<file path="config.mk">
export PLATFORM = sky130hd
export DESIGN_NAME = fetch_pc_gen_flat
export DESIGN_NICKNAME = d
export VERILOG_FILES = /design/src/rtl/fetch_pc_gen_pkg.sv /design/src/rtl/fetch_pc_gen_if.sv /design/src/rtl/fetch_pc_gen_redir_prio_sel.sv /design/src/rtl/fetch_pc_gen.sv /design/src/flat_wrapper.sv
export SDC_FILE = /design/constraint.sdc
export NUM_CORES = 1
export LEC_CHECK = 0
export CORE_MARGIN = 8
export CORE_UTILIZATION = 35
export DETAILED_ROUTE_END_ITERATION = 7
export PLACE_DENSITY = 0.72
export RECOVER_POWER = 100
export SLEW_MARGIN = 20
export SYNTH_ARGS = -nofsm -noshare
export SYNTH_HDL_FRONTEND = slang
export SYNTH_HIERARCHICAL = 1
export SYNTH_SLANG_ARGS = --single-unit
</file>
<file path="constraint.sdc">
create_clock -name clk_i -period 6.1 [get_ports clk_i]
set_input_delay 0.61 -clock clk_i [delete_from_list [all_inputs] [get_ports clk_i]]
set_output_delay 0.61 -clock clk_i [all_outputs]
set_load 0.02 [all_outputs]
</file>
<file path="src/rtl/fetch_pc_gen_pkg.sv">
// Shared constants and helpers for the fetch PC generator.
package fetch_pc_gen_pkg;

  localparam int PC_W_DEF    = 64;
  localparam int N_REDIR_DEF = 2;

  // Width of a redirect source index; never narrower than one bit.
  function automatic int idx_w(input int n);
    return (n > 1) ? $clog2(n) : 1;
  endfunction

endpackage

</file>
<file path="src/rtl/fetch_pc_gen_if.sv">
// Fetch-side bus: stall/flush control, predicted PC, redirect sources and PC outputs.
interface fetch_pc_gen_if #(
  parameter int PC_W    = 64,
  parameter int N_REDIR = 2
);

  logic                      F_stall_i;
  logic                      F_flush_i;
  logic [PC_W-1:0]           f_pred_pc_i;
  logic [N_REDIR-1:0]        redir_valid_i;
  logic [N_REDIR*PC_W-1:0]   redir_pc_i;
  logic [PC_W-1:0]           F_pred_pc_o;
  logic                      F_redir_o;
  logic                      F_pend_o;

  // Fetch control / redirect producers.
  modport master (
    output F_stall_i, F_flush_i, f_pred_pc_i, redir_valid_i, redir_pc_i,
    input  F_pred_pc_o, F_redir_o, F_pend_o
  );

  // PC generator.
  modport slave (
    input  F_stall_i, F_flush_i, f_pred_pc_i, redir_valid_i, redir_pc_i,
    output F_pred_pc_o, F_redir_o, F_pend_o
  );

endinterface

</file>
<file path="src/rtl/fetch_pc_gen_redir_prio_sel.sv">
// Fixed-priority redirect selector: lowest set index wins.
module redir_prio_sel
  import fetch_pc_gen_pkg::*;
#(
  parameter int PC_W    = PC_W_DEF,
  parameter int N_REDIR = N_REDIR_DEF,
  parameter int IDX_W   = idx_w(N_REDIR)
) (
  input  logic [N_REDIR-1:0]      valid_i,
  input  logic [N_REDIR*PC_W-1:0] pc_i,
  output logic                    valid_o,
  output logic [IDX_W-1:0]        idx_o,
  output logic [PC_W-1:0]         pc_o
);

  // Scan from the lowest-priority source upward so index 0 is assigned last and wins.
  always_comb begin
    valid_o = 1'b0;
    idx_o   = '0;
    pc_o    = '0;
    for (int k = N_REDIR - 1; k >= 0; k--) begin
      if (valid_i[k]) begin
        valid_o = 1'b1;
        idx_o   = IDX_W'(k);
        pc_o    = pc_i[k*PC_W +: PC_W];
      end
    end
  end

endmodule

</file>
<file path="src/rtl/fetch_pc_gen.sv">
// Fetch PC register: prioritised redirects, stall hold, and a one-entry
// pending buffer so a redirect arriving under stall is applied afterwards.
module fetch_pc_gen
  import fetch_pc_gen_pkg::*;
#(
  parameter int              PC_W     = PC_W_DEF,
  parameter int              N_REDIR  = N_REDIR_DEF,
  parameter logic [PC_W-1:0] RESET_PC = '0
) (
  input  logic           clk_i,
  input  logic           rst_i,
  fetch_pc_gen_if.slave  bus
);

  localparam int IDX_W = idx_w(N_REDIR);

  logic             live_vld;
  logic [IDX_W-1:0] live_idx;
  logic [PC_W-1:0]  live_pc;

  logic [PC_W-1:0]  pc_q;
  logic             redir_q;
  logic             pend_valid;
  logic [IDX_W-1:0] pend_src;
  logic [PC_W-1:0]  pend_pc;
  logic             pend_live;
  logic             capture;

  redir_prio_sel #(
    .PC_W    (PC_W),
    .N_REDIR (N_REDIR),
    .IDX_W   (IDX_W)
  ) u_sel (
    .valid_i (bus.redir_valid_i),
    .pc_i    (bus.redir_pc_i),
    .valid_o (live_vld),
    .idx_o   (live_idx),
    .pc_o    (live_pc)
  );

  // A flushed entry is dead this cycle: it neither selects nor blocks a capture.
  assign pend_live = pend_valid && !bus.F_flush_i;
  assign capture   = live_vld && (!pend_live || (live_idx <= pend_src));

  // PC, redirect flag and pending-redirect buffer.
  always_ff @(posedge clk_i or posedge rst_i) begin
    if (rst_i) begin
      pc_q       <= RESET_PC;
      redir_q    <= 1'b0;
      pend_valid <= 1'b0;
      pend_src   <= '0;
      pend_pc    <= '0;
    end else if (!bus.F_stall_i) begin
      if (live_vld) begin
        pc_q    <= live_pc;
        redir_q <= 1'b1;
      end else if (pend_live) begin
        pc_q    <= pend_pc;
        redir_q <= 1'b1;
      end else begin
        pc_q    <= bus.f_pred_pc_i;
        redir_q <= 1'b0;
      end
      pend_valid <= 1'b0;
    end else begin
      if (capture) begin
        pend_valid <= 1'b1;
        pend_src   <= live_idx;
        pend_pc    <= live_pc;
      end else if (bus.F_flush_i) begin
        pend_valid <= 1'b0;
      end
    end
  end

  assign bus.F_pred_pc_o = pc_q;
  assign bus.F_redir_o   = redir_q;
  assign bus.F_pend_o    = pend_valid;

endmodule
</file>
<file path="src/flat_wrapper.sv">
// flat-port wrapper written by rule: the top's interface ports become plain ports
module fetch_pc_gen_flat import fetch_pc_gen_pkg::*;
#(
  parameter int              PC_W     = PC_W_DEF,
  parameter int              N_REDIR  = N_REDIR_DEF,
  parameter logic [PC_W-1:0] RESET_PC = '0
)
  (clk_i, rst_i, bus_F_stall_i, bus_F_flush_i, bus_f_pred_pc_i, bus_redir_valid_i, bus_redir_pc_i, bus_F_pred_pc_o, bus_F_redir_o, bus_F_pend_o);
  fetch_pc_gen_if #(.PC_W(PC_W), .N_REDIR(N_REDIR)) bus_i ();
  input  logic clk_i;
  input  logic rst_i;
  input wire logic [$bits(bus_i.F_stall_i)-1:0] bus_F_stall_i;
  input wire logic [$bits(bus_i.F_flush_i)-1:0] bus_F_flush_i;
  input wire logic [$bits(bus_i.f_pred_pc_i)-1:0] bus_f_pred_pc_i;
  input wire logic [$bits(bus_i.redir_valid_i)-1:0] bus_redir_valid_i;
  input wire logic [$bits(bus_i.redir_pc_i)-1:0] bus_redir_pc_i;
  output wire logic [$bits(bus_i.F_pred_pc_o)-1:0] bus_F_pred_pc_o;
  output wire logic [$bits(bus_i.F_redir_o)-1:0] bus_F_redir_o;
  output wire logic [$bits(bus_i.F_pend_o)-1:0] bus_F_pend_o;
  assign bus_i.F_stall_i = bus_F_stall_i;
  assign bus_i.F_flush_i = bus_F_flush_i;
  assign bus_i.f_pred_pc_i = bus_f_pred_pc_i;
  assign bus_i.redir_valid_i = bus_redir_valid_i;
  assign bus_i.redir_pc_i = bus_redir_pc_i;
  assign bus_F_pred_pc_o = bus_i.F_pred_pc_o;
  assign bus_F_redir_o = bus_i.F_redir_o;
  assign bus_F_pend_o = bus_i.F_pend_o;
  fetch_pc_gen #(.PC_W(PC_W), .N_REDIR(N_REDIR), .RESET_PC(RESET_PC)) u_core (.clk_i(clk_i), .rst_i(rst_i), .bus(bus_i));
endmodule
</file>
# Word level (Yosys, flattened, before mapping)
# Cells that the tools add are included.
[classes]
div = 0
reduce_logical = 6
shifts = 0
muxes = 12
bitwise_logic = 0
eq_ne = 1
n_addsub = 0
order_cmp = 1
multipliers = 0
[ops]
columns = ["op", "n"]
rows = [
  ["2-to-1 mux 64 bit", 4],
  ["2-to-1 mux 1 bit", 8],
  ["!= test 3 x 1 -> 1 bit (second input constant)", 1],
  ["logical AND 1 bit", 2],
  ["logical NOT 1 bit", 2],
  ["AND reduction 2 bit", 1],
  ["less-or-equal comparator 1 bit", 1],
  ["logical OR 1 bit", 1],
]
[totals]
mem_bits_rw = 0
latch_bits = 0
mem_bits_ro = 0
ff_bits = 131
output_inout_bits = 66
elab_cells = 25
in_bits = 198
n_memories = 0

# Logic depth before layout (Yosys ltp)
# Gate-level depths: netlist of run 1.
[depth]
word_depth = 7
depth_mapped = 8
mapped_depth_nobuf = 4

# Modules after synthesis
# The synthesis of run 1 kept the hierarchy.
[by_module_without_submodules]
columns = ["module", "seq_area_each_um2", "area_per_inst_um2", "cells_each", "instances"]
rows = [
  ["fetch_pc_gen", 3278.1, 5884.4, 461, 1],
  ["redir_prio_sel", 0.0, 698.2, 84, 1],
]

# Worst setup path before layout of run 1
# Ideal clock, no wire load.
[synth_timing]
path_kind = "input-to-reg"
from = "in bus_redir_valid_i[1]"
to = "reg u_core.pend_pc[0]"
arrival_ps = 1864
stages = 7
slack_ps = 4109
required_time_ps = 5973
setup_ps = 127
cell_sequence = "nor2b_2 buf_6 buf_6 a31oi_1 buf_4 buf_8 mux2_1"
[synth_via]
elab_chain_cells = 6
word_cells_on_any_way = 9
[synth_lines]
columns = ["element", "line_no", "source"]
rows = [
  ["start, declared", "flat_wrapper.sv:15", "input wire logic [$bits(bus_i.redir_valid_i)-1:0] bus_redir_valid_i;"],
  ["2-to-1 mux 1 bit (2 in a row)", "fetch_pc_gen_redir_prio_sel.sv:22", "if (valid_i[k]) begin"],
  ["net u_core.live_idx", "fetch_pc_gen.sv:18", "logic [IDX_W-1:0] live_idx;"],
  ["less-or-equal comparator 1 bit", "fetch_pc_gen.sv:43", "assign capture = live_vld && (!pend_live || (live_idx <= pend_src));"],
  ["logical OR 1 bit", "fetch_pc_gen.sv:43", ""],
  ["logical AND 1 bit", "fetch_pc_gen.sv:43", ""],
  ["AND reduction 2 bit (no source line)", "-", ""],
  ["end signal, assigned", "fetch_pc_gen.sv:69", "pend_pc <= live_pc;"],
  ["end, declared", "fetch_pc_gen.sv:25", "logic [PC_W-1:0] pend_pc;"],
]
# The timed path passes the listed nets, and every way through them passes these cells.
# A chain may end at the register's enable or synchronous reset.

# Worst setup path in the final report of run 1
[layout_timing]
from = "in bus_F_stall_i"
to = "reg u_core.pend_pc[25]"
[layout_via]
elab_chain_cells = 1
[layout_lines]
columns = ["element", "line_no", "source"]
rows = [
  ["start, declared", "flat_wrapper.sv:12", "input wire logic [$bits(bus_i.F_stall_i)-1:0] bus_F_stall_i;"],
  ["AND reduction 2 bit (no source line)", "-", ""],
]
# No other way between the ends.

==> results.md, run 1 <==
* Chip width at 153 um
* Synth warnings at 6
* Critical Path RT at 6390 ps
* Critical path peak fanout at 59
* Initial antenna violation count at 1
* Vias in the first global route at 5,778
* Hold Buf Count CTS at 0
* Die area at 23,500 sq um
* Crit path capture type: flip-flop
* Final setup TNS at 0 ps
* Status: finished, violations left
* Arrival @ worst endpoint at 4080 ps
* Top-count cell post-synth: dfrtp_1
* Antenna Nets Post-Route at 0
* Fin worst setup slack at 2310 ps
* GPL Wtd Cong at 0.805
* Max_cap viols at 4
* H-tree levels at 4
* Slowest stage cell, crit path: clkbuf_1
* Synth cell count leaders: dfrtp_1, mux2i_1, a22o_1
* Async SR Flop Fraction at 100%
* Die H at 153 um
* First DRT Iteration DRCs at 168
* Count of buffer and inverter cells on the critical path at 2
* Worst-path clk slew at 50 ps
* Critical Path Max Stage Delay at 1440 ps
* Worst slew pin tran at 3670 ps
* Wire per inst at 20.0 um
* RSZ-0062 raised after global routing: false
* Site row count at 50
* Final Util at 52.9%
* Vias per cell at 5.26
* Gr usage total at 17.6%
* Crit path time final at 3790 ps
* Synth Flop Type: dfrtp_1
* HP Class: reg -> reg
* Area Growth Syn to Fin at 49.4%
* Drt pass-1 iters at 5
* Total Routed Length at 20.6 mm
* Area contributors post-synth: dfrtp_1, mux2i_1, mux2_1
* Dpl hpwl at 14.2 mm
* Tcrit/Tclk final at 62.1%
* Post-Syn Instances at 545
* Filler Cells Inserted at 1,632
* Synth cell types at 25
* First-pass GRT wire length at 32.6 mm
* Final Hold Vio Count at 0
* Peak supply drop at 0.186 mV
* Synthesized cell area at 6580 sq um
* Clock Sinks at 131
* Dpl ws at 2650 ps
* CTS tree: done
* Setup Viol. Count Final at 0
* Top cell type's share of synthesized area at 49.8%
* Worst setup SP type: primary input
* Number of synthesized flops with an enable pin at 0
* Nets at 982
* Root Buffer: clkbuf_16
* Top cell type by total area after synthesis: dfrtp_1
* Fmax achieved at 0.264 GHz
* Total gr overflow at 0
* Max-slew violation count at 203
* Core region area at 18,600 sq um
* Largest net degree at the start of global routing at 83
* I/O pin cnt at 264
* DRC Markers at 0
* Vias after detailed routing at 5,424
* Flops & latches, synth at 131
* Gates resized, CTS repair at 0
* Leak at 4.38 nW
* Power Density at 280 nW/um^2
* Net Count, Synth at 743
* IO buf count at 263
* Syn_area_per_cell at 12.1 sq um
* Failing checks: capacitance limit, slew limit
* Max-Slew Margin vs Limit at -146%
* Crit Path Class: in -> reg
* Final Skew at 7.82 ps
* Clk Latency, worst-skew pair at 410 ps
* CP cell instances: clkbuf_1 > nand2_1 > a31oi_1 > buf_4 > mux2_2
* Initial Util at 35.4%
* Layout cells sized above 1 at 7.04%
* CTS max path bufs at 2
* # Post-CTS Setup Buffers at 0
* Kind of cell adding the most delay to the critical path: buffers and inverters
* Post-synthesis sequential area ratio at 49.8%
* TritonCTS Buffers at 17
[cell families (layout without fill, tap and decap cells)]
group                  count (synthesis)  in the layout  synth area share [%]
multiplexers                         129            129                  20.9
flip-flops                           131            131                  49.8
buffers and inverters                 77            328                  6.98
AND/OR/NAND/NOR                       37             37                  3.73
other                                  0              1                     0
AO/OA/AOI/OAI                        171            171                  18.6
[stage by stage]
stage	hold slack [ps]	cells	power, W	cell area [sq um]
final	481	1031	0.00276	9830
after global routing	501	1031	0.00289	9830
after CTS	486	1030	0.00281	9860
after detailed placement	474	999	0.00171	9240
after global placement	466	999	0.00169	9240
after floorplan	457	545	0.00139	6580
[sequential cells by signal, indices dropped and copies added (netlist names)]
signal and cells:
u_core/bus.F_pred_pc_o 64, u_core/pend_pc 64, u_core/bus.F_pend_o 1, u_core/bus.F_redir_o 1
u_core/pend_src 1
[report_power, final]
group          internal, W  switching (W)  total, W
sequential        0.000994      0.0000625   0.00106
clock             0.000716       0.000378   0.00109
combinational     0.000322       0.000283  0.000605
[worst paths after layout]
check / start / end / slack (ps) / depth (start not counted)
worst max-delay path: bus_F_stall_i / u_core/pend_pc[25] / 2310 / 5
worst min-delay path: u_core/pend_pc[15] / u_core/pend_pc[15] / 480 / 1
worst max register to register: u_core/bus.F_pend_o / u_core/pend_pc[25] / 3530 / 4
worst min register to register: u_core/pend_pc[15] / u_core/pend_pc[15] / 480 / 1
max in group asynchronous: rst_i / u_core/bus.F_pred_pc_o[50] / 2490 / 3
min in group asynchronous: rst_i / u_core/bus.F_pred_pc_o[30] / 1750 / 2
[worst register-to-register path: stages (launching register included)]
cell and delay, ps:
dfrtp_1 400, nor2b_2 190, a31oi_1 590, buf_4 810, mux2_2 460
[final cells by class]
cell class / count / area, sq um / area share [%]
Sequential cell: 131 / 3280 / 33.3
Multi-Input combinational cell: 337 / 2860 / 29.1
Tap cell: 234 / 293 / 2.98
Inverter: 26 / 98.8 / 1.01
Antenna cell: 1 / 2.50 / 0.0254
Clock buffer: 23 / 478 / 4.86
Clock inverter: 8 / 149 / 1.51
Timing Repair Buffer: 271 / 2680 / 27.2
[cells in the final DEF, fill, tap and decap left out, types with 2 or more instances in the layout]
master,Yosys,routed
a22o_1,62,62
mux2i_1,64,64
mux2_2,15,15
inv_1,25,24
clkinvlp_4,0,2
a21oi_1,42,42
clkbuf_1,16,5
a221oi_1,23,23
nand2_1,5,5
nor2_1,3,4
buf_4,9,7
clkbuf_8,0,3
dlygate4sd3_1,0,67
o21ai_1,2,2
clkdlybuf4s50_1,0,194
dfrtp_1,131,131
clkbuf_16,0,17
nor3b_1,23,23
o22ai_1,41,41
mux2_1,50,50
bufinv_16,0,4
[routing by layer]
metal  vias up  share of wire (%)  track usage (%)
met5         -                  0                0
met3        25                8.0             7.10
met1      2653                 42             21.1
met2       197                 48             28.6
met4         0                2.0             5.23
li1       2549                  -                -
(Power assumes the default switching activity.)
==> run 2, diff against run 1 <==
--- a/config.mk
+++ b/config.mk
@@ -8,7 +8,7 @@
 export CORE_MARGIN = 8
 export CORE_UTILIZATION = 35
 export DETAILED_ROUTE_END_ITERATION = 7
-export PLACE_DENSITY = 0.72
+export PLACE_DENSITY = 0.75
 export RECOVER_POWER = 100
 export SLEW_MARGIN = 20
 export SYNTH_ARGS = -nofsm -noshare
==> constraint.sdc (replaced) <==
create_clock -name clk_i -period 3.1 [get_ports clk_i]
set_input_delay 0.31 -clock clk_i [delete_from_list [all_inputs] [get_ports clk_i]]
set_output_delay 0.31 -clock clk_i [all_outputs]
set_load 0.02 [all_outputs]
==> results.md, run 2 (synthesis gave the netlist of run 1 again) <==
* DRC Markers at 0 (unchanged)
* Vias after detailed routing at 5,599 (+3.2%)
* Die area at 23,500 sq um (unchanged)
* Die H at 153 um (unchanged)
* Post-route cell area at 9900 sq um (+0.70%)
* Crit path time final at 2330 ps
* Worst r2r dst: u_core/pend_pc[4]
* Clock Sinks at 131 (unchanged)
* Final Skew at 5.14 ps (-2.68 ps)
* Worst hold slack at 483 ps (+2.33 ps)
* Drt pass-1 iters at 4 (-1)
* Tcrit/Tclk final at 75.3%
* Dpl hpwl at 14.7 mm (+3.5%)
* Worst hold endpoint: u_core/pend_pc[54]
* Hold Buf Count CTS at 0 (unchanged)
* Crit path capture type: flip-flop
* N_diodes at 0 (-1)
* Nets at 987 (+0.51%)
* Power Density at 541 nW/um^2 (+93%)
* Max-slew violation count at 132 (-35%)
* Leak at 4.41 nW (+0.62%)
* Total Routed Length at 21.4 mm (+3.9%)
* CTS max path bufs at 2 (unchanged)
* HP Class: reg -> reg
* Most frequent cells in the layout: clkdlybuf4s50_1, dfrtp_1, dlygate4sd3_1
* Clk Latency, worst-skew pair at 410 ps (about the same)
* Gates resized, CTS repair at 0 (unchanged)
* Hold path cells at 1 (unchanged)
* Area Growth Syn to Fin at 50.4%
* Vias per cell at 5.40 (+2.7%)
* First-pass GRT wire length at 33.8 mm (+3.7%)
* Layout cells sized above 1 at 8.23% (+1.2 points)
* I/O pin cnt at 264 (unchanged)
* R2r worst-path depth at 4 (unchanged)
* Setup Viol. Count Final at 0 (unchanged)
* Root Buffer: clkbuf_16
* Reg-to-reg critical path startpoint: u_core/bus.F_pend_o
* IO buf count at 263 (unchanged)
* H-tree levels at 4 (unchanged)
* Filler Cells Inserted at 1,576 (-3.4%)
* Worst slew pin tran at 1800 ps (-1870 ps)
* Max_cap viols at 1 (-3)
* Initial Util at 35.4% (unchanged)
* Critical path peak fanout at 64 (+8.5%)
* Largest net degree at the start of global routing at 132 (+59%)
* Initial antenna violation count at 2 (+1)
* Fmax achieved at 0.429 GHz
* Site row count at 50 (unchanged)
* Total gr overflow at 0 (unchanged)
* Final Util at 53.3% (+0.37 points)
* RSZ-0062 raised after global routing: false
* Final setup TNS at 0 ps (unchanged)
* Gr usage total at 18.2% (+0.63 points)
* Total power at 0.00536 W (+94%)
* Wire per inst at 20.7 um (+3.4%)
* Worst-path clk slew at 60 ps (about the same)
* Critical Path RT at 3400 ps (-2990 ps)
* Antenna Nets Post-Route at 0 (unchanged)
* CTS tree: done
* Peak supply drop at 0.357 mV (+92%)
* Failing checks: capacitance limit, slew limit
* Worst setup SP type: primary input
* Chip width at 153 um (unchanged)
* Final Hold Vio Count at 0 (unchanged)
* Core region area at 18,600 sq um (unchanged)
* Vias in the first global route at 5,859 (+1.4%)
* Placement Cell Area at 9340 sq um (+1.1%)
* First DRT Iteration DRCs at 273 (+63%)
* Status: finished, violations left
* Commonest non-fill, non-tap cell in the layout: clkdlybuf4s50_1
* Crit Path Class: in -> reg
* GPL Wtd Cong at 0.777 (-3.6%)
* TritonCTS Buffers at 17 (unchanged)
* Arrival @ worst endpoint at 2630 ps (-1450 ps)
* FF-to-FF setup slack at 1150 ps (-2380 ps)
* Max-Slew Margin vs Limit at -20.3% (+130 points)
* Hold Startpoint: u_core/pend_pc[54]
* # Post-CTS Setup Buffers at 0 (unchanged)
-- run 2: cell count changes in the layout (fill, tap and decap cells not counted), moves of 2 or more --
cell	change
buf_12	+4
inv_6	+2
clkbuf_2	+3
clkinvlp_4	+3
clkbuf_8	-3
clkinv_4	+3
clkbuf_1	-3
buf_4	-3
-- run 2: metrics by stage --
step                      std cells  setup WS [ps]
after CTS                      1036           1110
after detailed placement       1004            664
after floorplan                 545           1170
after global routing           1036            506
after global placement         1004            765
final                          1036            767
-- run 2: area by class of cell --
class                           count  area [sq um]  share of cell area (%)
Sequential cell                   131          3280                    33.1
Multi-Input combinational cell    337          2870                    28.9
Timing Repair Buffer              276          2760                    27.8
Clock buffer                       17           425                    4.30
Tap cell                          234           293                    2.96
Clock inverter                     15           183                    1.84
Inverter                           26           101                    1.02
-- run 2: power breakdown --
group	switching [W]	leakage, nW	internal, W
combinational	0.000565	2.56	0.000643
clock	0.000803	0.286	0.00127
sequential	0.000122	1.56	0.00195
-- run 2: per-layer routing --
layer	share of wire (%)	global-route usage [%]
met2	46	28.1
met3	7.1	6.29
met1	44	23.4
met5	0.13	0
met4	2.5	6.36
-- run 2: worst max path at each step --
stage | start | end | depth (start not counted)
after detailed placement | bus_redir_valid_i[1] | u_core/bus.F_pred_pc_o[60] | 6
final | bus_redir_valid_i[1] | u_core/bus.F_pred_pc_o[59] | 6
after global routing | bus_redir_valid_i[1] | u_core/bus.F_pred_pc_o[59] | 6
after floorplan | rst_i | u_core/bus.F_pend_o | 1
after global placement | bus_redir_valid_i[1] | u_core/bus.F_pred_pc_o[40] | 6
after CTS | bus_redir_valid_i[1] | u_core/bus.F_pred_pc_o[60] | 6
-- run 2: worst max-delay path, cell delays in order --
cell	delay [ps]
dlygate4sd3_1	590
or2_1	210
clkbuf_1	870
nor2_4	30
buf_12	260
a221oi_1	320
==> run 3, diff against run 2 <==
==> constraint.sdc (replaced) <==
create_clock -name clk_i -period 2 [get_ports clk_i]
set_input_delay 0.2 -clock clk_i [delete_from_list [all_inputs] [get_ports clk_i]]
set_output_delay 0.2 -clock clk_i [all_outputs]
set_load 0.02 [all_outputs]
==> results.md, run 3 (synthesis gave the netlist of run 1 again) <==
* TritonCTS Buffers at 17 (unchanged)
* Die H at 153 um (unchanged)
* First DRT Iteration DRCs at 266 (-2.6%)
* Layout cells sized above 1 at 9.05% (+0.82 points)
* Wire per inst at 20.1 um (-2.8%)
* CTS max path bufs at 2 (unchanged)
* Combinational Power Share at 22.5% (about the same)
* Sw Pwr at 0.00225 W (+51%)
* Worst r2r dst: u_core/pend_pc[34]
* Status: finished, final reports clean
* Final Hold Vio Count at 0 (unchanged)
* Site row count at 50 (unchanged)
* Fmax achieved at 0.567 GHz
* Dpl hpwl at 14.9 mm (+1.2%)
* FF-to-FF setup slack at 360 ps (-790 ps)
* Hold Startpoint: bus_F_stall_i
* Critical Path RT at 1800 ps (-1600 ps)
* Kind of cell adding the most delay to the critical path: buffers and inverters
* Int Pwr at 0.00616 W (+59%)
* Hold Buf Count CTS at 0 (unchanged)
* DRC Markers at 0 (unchanged)
* RSZ-0062 raised after global routing: false
* Arrival @ worst endpoint at 1560 ps (-1070 ps)
* Gates resized, CTS repair at 0 (unchanged)
* Slowest stage cell, crit path: dlygate4sd3_1
* Worst hold slack at 217 ps (-266 ps)
* Worst setup SP type: flip-flop
* Initial antenna violation count at 1 (-1)
* Critical path peak fanout at 3 (-95%)
* # Post-CTS Setup Buffers at 0 (unchanged)
* Commonest non-fill, non-tap cell in the layout: clkdlybuf4s50_1
* Vias after detailed routing at 5,486 (-2.0%)
* Power Density at 838 nW/um^2 (+55%)
* Antenna Nets Post-Route at 0 (unchanged)
* Initial Util at 35.4% (unchanged)
* Crit path capture type: primary output
* Crit path time final at 1760 ps
* Setup Viol. Count Final at 0 (unchanged)
* Reg power frac at 38.3% (-0.4 points)
* Clk Latency, worst-skew pair at 410 ps (about the same)
* Clock Sinks at 131 (unchanged)
* Count of buffer and inverter cells on the critical path at 1 (-2)
* Root Buffer: clkbuf_16
* CTS tree: done
* Max-Slew Margin vs Limit at 38.0% (+58 points)
* Die area at 23,500 sq um (unchanged)
* Sw Share at 26.8% (-1.0 points)
* HP Class: in -> reg
* I/O pin cnt at 264 (unchanged)
* Core region area at 18,600 sq um (unchanged)
* Placement Cell Area at 9460 sq um (+1.3%)
* Max_cap viols at 0 (-1)
* Chip width at 153 um (unchanged)
* Clk pwr share at 39.2% (+0.5 points)
* H-tree levels at 4 (unchanged)
* Final setup TNS at 0 ps (unchanged)
* Nets at 993 (+0.61%)
* Vias in the first global route at 5,817 (-0.72%)
* CP cell instances: dlygate4sd3_1
* Post-route cell area at 10,000 sq um (+1.4%)
* Most frequent cells in the layout: clkdlybuf4s50_1, dfrtp_1, dlygate4sd3_1
* Worst-path clk slew at 60 ps (about the same)
* Hold path cells at 3 (+2)
* IO buf count at 263 (unchanged)
* Max-slew violation count at 0 (-100%)
* Drt pass-1 iters at 4 (unchanged)
* First-pass GRT wire length at 32.8 mm (-3.0%)
* Worst slew pin tran at 931 ps (-874 ps)
* Filler Cells Inserted at 1,619 (+2.7%)
* Peak supply drop at 0.561 mV (+57%)
* Vias per cell at 5.26 (-2.6%)
* Reg-to-reg critical path startpoint: u_core/bus.F_pend_o
* Final Skew at 8.75 ps (+3.61 ps)
* Critical Path Max Stage Delay at 740 ps (-130 ps)
* Total gr overflow at 0 (unchanged)
* Total Routed Length at 20.9 mm (-2.2%)
* Area Growth Syn to Fin at 52.5%
* GPL Wtd Cong at 0.766 (-1.4%)
* R2r worst-path depth at 4 (unchanged)
* Tcrit/Tclk final at 88.2%
* Largest net degree at the start of global routing at 67 (-49%)
* Crit Path Class: reg -> out
* Gr usage total at 17.5% (-0.74 points)
* Leak at 4.47 nW (+1.3%)
* Worst hold endpoint: u_core/bus.F_pred_pc_o[61]
## run 3: how the worst max path moves through the flow
stage / from / to / slack [ps] / cells after the start
after global routing: bus_redir_valid_i[1] / u_core/bus.F_pred_pc_o[60] / 160 / 6
after global placement: bus_redir_valid_i[1] / u_core/pend_pc[47] / 130 / 6
after floorplan: rst_i / u_core/bus.F_pend_o / 180 / 1
after detailed placement: bus_redir_valid_i[1] / u_core/pend_pc[54] / 80 / 6
final: u_core/bus.F_pend_o / bus_F_pend_o / 240 / 1
after CTS: u_core/bus.F_pend_o / bus_F_pend_o / 270 / 1
## run 3: routing by layer
| metal | routed length, um | up-vias | part of all wire, % | track usage (%) |
|---|---|---|---|---|
| li1 | - | 2573 | - | - |
| met1 | 8960 | 2685 | 43 | 21.3 |
| met2 | 10000 | 196 | 48 | 28.1 |
| met3 | 1520 | 30 | 7.3 | 6.23 |
| met4 | 433 | 2 | 2.1 | 6.22 |
| met5 | 13 | - | 0.062 | 0 |
## run 3: final cells by class
type	instances	area [sq um]	share of cell area [%]
Inverter	26	98.8	0.985
Sequential cell	131	3280	32.7
Clock inverter	13	185	1.84
Timing Repair Buffer	282	2860	28.5
Clock buffer	18	439	4.38
Tap cell	234	293	2.92
Antenna cell	1	2.50	0.0249
Multi-Input combinational cell	337	2880	28.7
## run 3: power groups by stage
| stage | Clock (W) | Sequential, W | Combinational (W) |
|---|---|---|---|
| CTS | 0.00339 | 0.00323 | 0.00199 |
| finish | 0.00330 | 0.00322 | 0.00189 |
| global route | 0.00349 | 0.00326 | 0.00204 |
| floorplan | 0 | 0.00344 | 0.000807 |
| detailed placement | 0 | 0.00327 | 0.00199 |
| global placement | 0 | 0.00325 | 0.00196 |
## run 3: stage by stage
step | cells | setup WS [ps] | utilization (%) | total power (W)
3_3_place_gp | 1010 | 128 | 50.9 | 0.00521
3_5_place_dp | 1010 | 78.5 | 50.9 | 0.00526
5_1_grt | 1041 | 161 | 54.0 | 0.00878
2_1_floorplan | 545 | 177 | - | 0.00425
4_1_cts | 1041 | 274 | 54.2 | 0.00861
6_report | 1042 | 236 | 54.0 | 0.00841
